`src/rtl/rv32ima_pkg.sv`:
```
// Package: rv32ima_pkg
// Shared types and constants for the rv32ima core and its system-level helpers.
//   word_t          32-bit architectural word
//   mon_state_t     riscv_test_monitor FSM states
//   TOHOST_DEFAULT  default byte address of the riscv-tests tohost word
package rv32ima_pkg;

  typedef logic [31:0] word_t;

  typedef enum logic [1:0] {
    MON_RUN,
    MON_SETTLE,
    MON_DONE,
    MON_TIMEOUT
  } mon_state_t;

  localparam word_t TOHOST_DEFAULT = 32'h8000_1000;

endpackage

```
`src/rtl/riscv_test_monitor_sat_counter.sv`:
```
// Module: sat_counter
// Up-counter that saturates at all-ones instead of wrapping.
// Ports:
//   clk    in   1  clock
//   nrst   in   1  asynchronous active-low reset (clears count)
//   en     in   1  count enable; count holds when low
//   count  out  W  current count
module sat_counter #(
  parameter int unsigned W = 32
) (
  input  logic         clk,
  input  logic         nrst,
  input  logic         en,
  output logic [W-1:0] count
);

  always_ff @(posedge clk or negedge nrst) begin
    if (!nrst) begin
      count <= '0;
    end else if (en && (count != '1)) begin
      count <= count + W'(1);
    end
  end

endmodule

```
`src/rtl/riscv_test_monitor.sv`:
```
// Module: riscv_test_monitor
// End-of-test detector for riscv-tests images. Snoops the data-memory write
// bus for a tohost write and the CSR exception pulse (ECALL); after an ECALL
// it waits SETTLE_CYCLES and samples gp (x3) to decide pass/fail.
// Optional feature macro: TEST_MONITOR_TIMEOUT_EN (adds a run-cycle timeout).
// Ports:
//   clk            in   1      system clock
//   nrst           in   1      asynchronous active-low reset
//   exception_hit  in   1      single-cycle ECALL/trap pulse
//   gp_value       in   32     live value of x3
//   dmem_wen       in   1      data-memory write request
//   dmem_ready     in   1      data-memory accepts the access this cycle
//   dmem_addr      in   32     data-memory byte address
//   dmem_wdata     in   32     data-memory write data
//   done           out  1      test finished (sticky until reset)
//   pass           out  1      1 = pass, valid when done
//   timeout        out  1      done was caused by the timeout
//   fail_code      out  31     test number / failure code, 0 on pass
//   cycles         out  CNT_W  cycles spent in RUN+SETTLE, frozen once done
module riscv_test_monitor
  import rv32ima_pkg::*;
#(
  parameter word_t       TOHOST_ADDR    = TOHOST_DEFAULT,
  parameter int unsigned SETTLE_CYCLES  = 50,
  parameter int unsigned CNT_W          = 32,
  parameter int unsigned TIMEOUT_CYCLES = 1_000_000
) (
  input  logic             clk,
  input  logic             nrst,
  input  logic             exception_hit,
  input  logic [31:0]      gp_value,
  input  logic             dmem_wen,
  input  logic             dmem_ready,
  input  logic [31:0]      dmem_addr,
  input  logic [31:0]      dmem_wdata,
  output logic             done,
  output logic             pass,
  output logic             timeout,
  output logic [30:0]      fail_code,
  output logic [CNT_W-1:0] cycles
);

  mon_state_t  state, state_d;
  logic [7:0]  settle_q, settle_d;
  logic        done_d, pass_d;
  logic [30:0] code_d;
  logic        active;
  logic        tohost_hit;

  assign active = (state == MON_RUN) || (state == MON_SETTLE);

  // Even tohost values are syscall-proxy requests and are not terminations.
  assign tohost_hit = dmem_wen && dmem_ready && (dmem_addr == TOHOST_ADDR) && dmem_wdata[0];

`ifdef TEST_MONITOR_TIMEOUT_EN
  localparam int unsigned CMP_W = (CNT_W > 32) ? CNT_W : 32;
  logic timeout_hit;
  logic timeout_d;
  // Widen both sides so a narrow counter never aliases the limit.
  assign timeout_hit = (CMP_W'(cycles) == CMP_W'(TIMEOUT_CYCLES - 1));
`endif

  always_comb begin
    state_d  = state;
    settle_d = settle_q;
    done_d   = done;
    pass_d   = pass;
    code_d   = fail_code;
`ifdef TEST_MONITOR_TIMEOUT_EN
    timeout_d = timeout;
`endif
    case (state)
      MON_RUN, MON_SETTLE: begin
        if (tohost_hit) begin
          state_d = MON_DONE;
          done_d  = 1'b1;
          pass_d  = (dmem_wdata == 32'd1);
          code_d  = dmem_wdata[31:1];
        end else if ((state == MON_SETTLE) && (settle_q == 8'd1)) begin
          state_d = MON_DONE;
          done_d  = 1'b1;
          pass_d  = (gp_value == 32'd1);
          code_d  = gp_value[31:1];
`ifdef TEST_MONITOR_TIMEOUT_EN
        end else if (timeout_hit) begin
          state_d   = MON_TIMEOUT;
          done_d    = 1'b1;
          pass_d    = 1'b0;
          timeout_d = 1'b1;
          code_d    = '1;
`endif
        end else if ((state == MON_RUN) && exception_hit) begin
          state_d  = MON_SETTLE;
          settle_d = 8'(SETTLE_CYCLES);
        end else if (state == MON_SETTLE) begin
          settle_d = settle_q - 8'd1;
        end
      end
      default: ;
    endcase
  end

  always_ff @(posedge clk or negedge nrst) begin
    if (!nrst) begin
      state     <= MON_RUN;
      settle_q  <= '0;
      done      <= 1'b0;
      pass      <= 1'b0;
      fail_code <= '0;
    end else begin
      state     <= state_d;
      settle_q  <= settle_d;
      done      <= done_d;
      pass      <= pass_d;
      fail_code <= code_d;
    end
  end

`ifdef TEST_MONITOR_TIMEOUT_EN
  always_ff @(posedge clk or negedge nrst) begin
    if (!nrst) begin
      timeout <= 1'b0;
    end else begin
      timeout <= timeout_d;
    end
  end
`else
  assign timeout = 1'b0;
`endif

  // Counting on the current state makes the terminating edge part of the count.
  sat_counter #(
    .W (CNT_W)
  ) u_cycles (
    .clk   (clk),
    .nrst  (nrst),
    .en    (active),
    .count (cycles)
  );

endmodule

```
`config.mk`:
```
export PLATFORM = sky130hd
export DESIGN_NAME = riscv_test_monitor
export DESIGN_NICKNAME = d
export VERILOG_FILES = /design/src/rtl/rv32ima_pkg.sv /design/src/rtl/riscv_test_monitor_sat_counter.sv /design/src/rtl/riscv_test_monitor.sv
export SDC_FILE = /design/constraint.sdc
export NUM_CORES = 1
export LEC_CHECK = 0
export BUFFER_PORTS_ARGS = -buffer_cell sky130_fd_sc_hd__clkbuf_2
export CORE_UTILIZATION = 49
export DETAILED_ROUTE_END_ITERATION = 6
export HOLD_SLACK_MARGIN = 0.03
export PLACE_DENSITY_LB_ADDON = 0.3
export SLEW_MARGIN = 20
export SYNTH_ARGS = -nofsm -noshare
export SYNTH_HDL_FRONTEND = slang
export SYNTH_SLANG_ARGS = --single-unit
```
`constraint.sdc`:
```
create_clock -name clk -period 2.41 [get_ports clk]
set_clock_uncertainty 0.15 [all_clocks]
set_input_delay 0 -clock clk [delete_from_list [all_inputs] [get_ports clk]]
set_output_delay 0 -clock clk [all_outputs]
set_load 0.05 [all_outputs]
```
==> summary.md, run 1 <==
| Metric | Value |
|---|---|
| Setup bufs post-CTS | `0` |
| Synth Area in Compound Gates | `20.81%` |
| Critical Path RT | `2.48 ns` |
| CP arrival | `2.40 ns` |
| Dpl ws | `0.08817 ns` |
| Maximum vdd drop | `approximately 0.35 mV` |
| Least-Margin Pin Slew | `~0.94 ns` |
| Reg2reg path depth | `6` |
| Yosys warns | `0` |
| Max_cap viols | `0` |
| GPL Wtd Cong | `0.9389` |
| Hold Vio Cnt, Final | `0` |
| Worst-path cell chain | `nor3_1, and3_4, o31ai_4, buf_4, o22ai_1, o2bb2a_1` |
| First-pass iteration count of the detailed router | `5` |
| Die area | `8626 um2` |
| # IOs | `167` |
| CTS tree | `built` |
| Clock Sinks | `75` |
| Share of layout cells above drive strength 1 | `about 39%` |
| Power Density | `446.6 nW/um2` |
| Post-route ant nets | `0` |
| Post-synth top flop | `dfrtp_1` |
| Largest stage delay, worst path | `approximately 0.47 ns` |
| Syn Inst Count | `366` |
| Clock Path Buffers | `2` |
| DIE HEIGHT | `92.88 um` |
| Setup WS post-layout | `0.08027 ns` |
| Post-synthesis mux area share | `0.5257%` |
| First-pass GRT wire length | `23.57 mm` |
| Via count | `4539` |
| Worst slew margin | `37.09%` |
| PortBufs | `165` |
| Global route overflow | `0` |
| Outcome | `complete, no violations` |
| Fin crit period | `2.330 ns` |
| Synth Area in XOR/XNOR | `a little over 6%` |
| Synthesized area per cell | `11.06 um2` |
| Period Utilization, post-route | `96.67%` |
| Fin Hold WS | `~0.068 ns` |
| Initial drt markers | `356` |
| Final nets | `698` |
| Post-Syn Nets | `470` |
| CP max-delay cell | `nor3_1` |
| Worst skew pair latency | `0.34 ns` |
| Core area | `7848 um2` |
| Die Width | `92.88 um` |
| Most common cell after layout, fill and taps aside | `clkbuf_2` |
| CP top delay family | `simple AND/OR/NAND/NOR gates` |
| HPWL after DPL | `8.513 mm` |
| CTS buffer count | `9` |
| FP Rows | `32` |
| Via/cell ratio | `6.457` |
| Final Setup Violations | `0` |
| Fmax | `0.4292 GHz` |
| Share of the synthesized area in the top cell type | `46.38%` |
| Worst Path Class, Setup | `flip-flop to flip-flop` |
| EDFF count, synth | `0` |
| Mapped Area | `between 4000 and 5000 um2` |
| Ranking of synthesized cells by area | `dfrtp_1, a2bb2oi_2, o22ai_1, nor4_1, xor2_1` |
| Simple-gate share of the synthesized area | `21.52%` |
| Starting density of the core | `roughly 52%` |
| Crit path buffers/inverters | `1` |
| FF+latch count, synth | `75` |
| Max-slew violations | `0` |
| All-Layer GR Usage | `36.23%` |
| Top cell type by total area after synthesis | `dfrtp_1` |
| Initial antenna violation count | `2` |
| Clk pin slew, worst setup/hold paths | `0.08 ns` |
| Root Driver | `clkbuf_8` |
| Main combinational cell family by area after synthesis | `simple AND/OR/NAND/NOR gates` |
| Critical Path Stages | `6` |
| Detailed Route WL | `between 10 and 15 mm` |
| Adder-cell area share of the yosys netlist | `0.9276%` |
| CP startpoint kind | `flip-flop` |
| FFs w/ async S/R, synth | `100.0%` |
| Unique masters post-synth | `54` |
| HP Class | `primary input to flip-flop` |
| Crit. End Element | `flip-flop` |
| Crit path max fanout | `31` |
| Sequential area share after synthesis | `46.38%` |
| Largest net degree at the start of global routing | `76` |
| Vias in the first global route | `4697` |
| Pleak | `0.002651 uW` |
| Most frequent cells in the layout | `clkbuf_2, dfrtp_1, dlygate4sd3_1` |
| Synthesis-to-layout area growth | `44.84%` |
| DRC violations left | `0` |
| Wire length per cell | `~21 um` |
| Hold depth | `5` |
| H-tree lvl count | `3` |
Yosys cell counts (2+ instances only):
cell type  count
nand3_1       14
o31ai_1        2
nor2b_1        3
buf_4          2
a41oi_1        2
nor4b_1        4
ha_1           3
buf_6          5
a2bb2oi_1      2
buf_2          2
nor3_1        12
nor2_1        14
inv_1          6
xnor2_1       12
nand4_1       21
nor4_1        23
nor4b_2        2
o22ai_1       31
or3_1          2
nand2_1       17
a31oi_1        6
xor2_1        16
a21oi_1        3
o21ai_0        3
dfrtp_1       75
clkbuf_1      12
a2bb2oi_2     29
nor3b_1        3
nand2b_1       2
and3_1         9
and2_1         2
and4_1         5
power breakdown:
group / internal (uW) / switching [uW]
Clock: 614 / 485
Combinational: 138 / 121
Sequential: 1260 / 0.996
state kept, by name, summed over array words and instances, names as in the netlist:
name	count
u_cycles.count	32
settle_q	8
fail_code	31
pass	1
state	2
done	1
kinds of logic (layout without fill, tap and decap cells):
group,Yosys count,after routing
and+or+nand+nor,142,142
buffers and inverters,27,260
AOI/OAI and AO/OA,88,88
muxes,2,2
other,1,3
adders and majority gates,3,3
DFF,75,75
xor gates and xnor gates,28,28
tightest hold or removal path, delay by kind of cell:
kind	cells	cell delay [ns]
AOI/OAI and AO/OA	1	0.10
buffers and inverters	1	0.09
and+or+nand+nor	3	0.32
layout make-up:
cell class,instances,area (um2)
Clock inverter,4,73.82
Timing Repair Buffer,238,1549
Antenna cell,2,5.005
Inverter,6,22.52
Tap cell,102,127.6
Clock buffer,12,145.1
Fill cell,520,1987
Sequential cell,75,1877
Multi-Input combinational cell,264,2061
layer usage:
layer	up-vias	part of all wire (%)	global-route usage [%]
met5	-	0	0
met4	0	8.5	26.67
met3	141	9.7	10.92
met2	390	49	60.85
met1	2111	33	38.23
li1	1897	-	-
final timing paths:
path / to / start / slack, ns
min reg2reg: done / done / 0.33
max in group asynchronous: settle_q[0] / nrst / 1.30
max reg2reg: fail_code[17] / settle_q[4] / 0.08
min in group asynchronous: u_cycles.count[27] / nrst / 0.18
max: fail_code[17] / settle_q[4] / 0.08
min: settle_q[2] / dmem_ready / 0.07
stage by stage:
stage	TNS, ns	total power [uW]	util [%]	std cells	area [um2]
floorplan	0	1306	-	366	4046
finish	0	2617	74.68	703	5861
CTS	0	2594	74.28	701	5829
detailed placement	0	1437	63.33	621	4970
global placement	0	1433	63.33	621	4970
global route	-0.005637	2687	74.68	703	5861
what timing repair did:
action | 4_1_cts | 5_1_grt
hold buffers | 64 | 0
setup endpoints to repair | 0 | 33
resized for setup | 0 | 5
endpoints found under the hold margin | 109 | 0
Power figures use the tool's default switching activity.
==> run 2: changes to the inputs <==
Settings changed: ABC_CLOCK_PERIOD_IN_PS set to 2410, RECOVER_POWER set to 50.
==> run 2 against run 1 <==
Effect of this change:
- the run now ends with capacitance limit, slew limit left
- first-iteration DRC count increased by 22%
- routed wire length grew 0.87%
- via count shrank 0.40%
- utilization fell by 1.0 points
- setup slack better by 0.014 ns
- fmax rose by 0.58%
- die area is the same
- critical path type unchanged
- largest cell class unchanged
==> summary.md, run 2 (synthesis results as in run 1) <==
| Metric | Value |
|---|---|
| DIE HEIGHT | `92.88 um` |
| Final Setup Violations | `0` |
| Pleak | `0.002468 uW` |
| Fin crit period | `2.316 ns` |
| Final nets | `698` |
| CP startpoint kind | `flip-flop` |
| HPWL after DPL | `8.513 mm` |
| Wire length per cell | `21.36 um` |
| Clock Path Buffers | `2` |
| CTS tree | `built` |
| Crit. End Element | `flip-flop` |
| H-tree lvl count | `3` |
| # IOs | `167` |
| Clk pin slew, worst setup/hold paths | `~0.080 ns` |
| Outcome | `complete, but fails checks` |
| Filler cells | `554` |
| Clock Sinks | `75` |
| Reg power frac | `48.1%` |
| Synthesis-to-layout area growth | `42.86%` |
| Dpl ws | `around 0.088 ns` |
| Vias in the first global route | `4697` |
| All-Layer GR Usage | `36.23%` |
| CP top delay family | `compound AO/OA/AOI/OAI gates` |
| Share of layout cells above drive strength 1 | `28.21%` |
| DRC violations left | `0` |
| Via count | `4521` |
| Sw Share | `23.20%` |
| CTS buffer count | `9` |
| Critical Path RT | `2.48 ns` |
| Global route overflow | `0` |
| Core area | `7848 um2` |
| Die Width | `92.88 um` |
| Internal power | `2009 uW` |
| FP Rows | `32` |
| First-pass iteration count of the detailed router | `5` |
| Max reg flops | `32` |
| Initial drt markers | `433` |
| Worst-path cell chain | `inv_1, ha_1, nor4b_4, and3_4, o31ai_4, buf_4, o22ai_1, o2bb2a_1` |
| Fmax | `0.4317 GHz` |
| Worst skew pair latency | `0.34 ns` |
| Starting density of the core | `51.56%` |
| Combinational Power Share | `9.9%` |
| Die area | `8626 um2` |
| Final non-filler cell total | `703` |
| Sw Pwr | `~610 uW` |
| Overall power | `roughly 2600 uW` |
| Detailed Route WL | `15.02 mm` |
| CP max-delay cell | `dfrtp_1` |
| Max-slew violations | `76` |
| First-pass GRT wire length | `23.57 mm` |
| CP arrival | `about 2.4 ns` |
| Top Registers | `u_cycles.count x32, fail_code x31, settle_q x8` |
| Largest net degree at the start of global routing | `76` |
| Largest stage delay, worst path | `0.39 ns` |
| Failing checks | `capacitance limit, slew limit` |
| Most frequent cells in the layout | `clkbuf_2, dfrtp_1, clkbuf_1, dlygate4sd3_1, o22ai_1` |
| Power Density | `452.6 nW/um2` |
| Initial antenna violation count | `2` |
| HP Class | `primary input to flip-flop` |
| Period Utilization, post-route | `96.11%` |
| Crit path max fanout | `31` |
| Post-route ant nets | `0` |
| Root Driver | `clkbuf_8` |
| Crit path buffers/inverters | `2` |
| Maximum vdd drop | `0.3502 mV` |
| Least-Margin Pin Slew | `1.857 ns` |
| PortBufs | `165` |
| Final design utilization | `about 74%` |
| Clock share of power | `42.0%` |
| Biggest register | `u_cycles.count` |
| Worst slew margin | `-23.83%` |
| Placed instance count | `621` |
| Most common cell after layout, fill and taps aside | `clkbuf_2` |
| Worst Path Class, Setup | `flip-flop to flip-flop` |
| Via/cell ratio | `6.431` |
| Max_cap viols | `1` |
| Hold Vio Cnt, Final | `0` |
| Setup WS post-layout | `roughly 0.094 ns` |
| GPL Wtd Cong | `around 0.94` |
run 2: cell types whose count changed in the layout (fill, tap and decap cells not counted):
cell	before	now
clkbuf_1	2	64
buf_4	9	8
clkbuf_2	164	103
run 2: path summary, 6_finish.rpt:
kind | from | endpoint | slack, ns | depth (start not counted)
setup / recovery | settle_q[1] | fail_code[17] | 0.09 | 8
hold reg to reg | done | done | 0.33 | 1
hold / removal | dmem_ready | settle_q[2] | 0.07 | 5
min in group asynchronous | nrst | u_cycles.count[27] | 0.53 | 2
max in group asynchronous | nrst | state[0] | 0.45 | 2
setup reg to reg | settle_q[1] | fail_code[17] | 0.09 | 8
run 2: timing repair:
item | in CTS | in global routing
gates resized for setup | 0 | 5
hold buffers | 64 | 0
endpoints found under the hold margin | 109 | 0
buffers inserted | 0 | 0
endpoints found under the setup margin | 0 | 33
run 2: area by class of cell:
cell class	instances	area, um2	share of cell area, %
Clock buffer	12	145.1	2.511
Clock inverter	4	73.82	1.277
Timing Repair Buffer	238	1469	25.41
Inverter	6	22.52	0.3896
Tap cell	102	127.6	2.208
Multi-Input combinational cell	264	2061	35.65
Sequential cell	75	1877	32.47
Antenna cell	2	5.005	0.08658
run 2: per-layer routing:
| layer | wire (um) | share of wire [%] | track usage, % | up-vias |
|---|---|---|---|---|
| met2 | 7426 | 49 | 60.85 | 367 |
| met4 | 1188 | 7.9 | 26.67 | 0 |
| met3 | 1391 | 9.3 | 10.92 | 137 |
| met1 | 5011 | 33 | 38.23 | 2126 |
| li1 | - | - | - | 1891 |
| met5 | 0 | 0 | 0 | - |
run 2: worst reg2reg max path, stage by stage (launching register included):
cell and delay, ns:
dfrtp_1 0.39, inv_1 0.12, ha_1 0.17, nor4b_4 0.25
and3_4 0.28, o31ai_4 0.09, buf_4 0.26, o22ai_1 0.22
o2bb2a_1 0.26
run 2: stage by stage:
step | TNS [ns] | cell area, um2 | hold WS (ns)
floorplan | 0 | 4046 | -0.4456
global placement | 0 | 4970 | 0.04738
detailed placement | 0 | 4970 | 0.06027
CTS | 0 | 5829 | 0.04088
global route | -0.005638 | 5781 | 0.09474
finish | 0 | 5781 | 0.06747
run 2: power by group through the flow:
| stage | Combinational, uW | Sequential (uW) | Clock, uW |
|---|---|---|---|
| floorplan | 21.3 | 1280 | 0 |
| global placement | 149 | 1280 | 0 |
| detailed placement | 153 | 1280 | 0 |
| CTS | 236 | 1260 | 1100 |
| global route | 272 | 1260 | 1160 |
| finish | 260 | 1260 | 1100 |
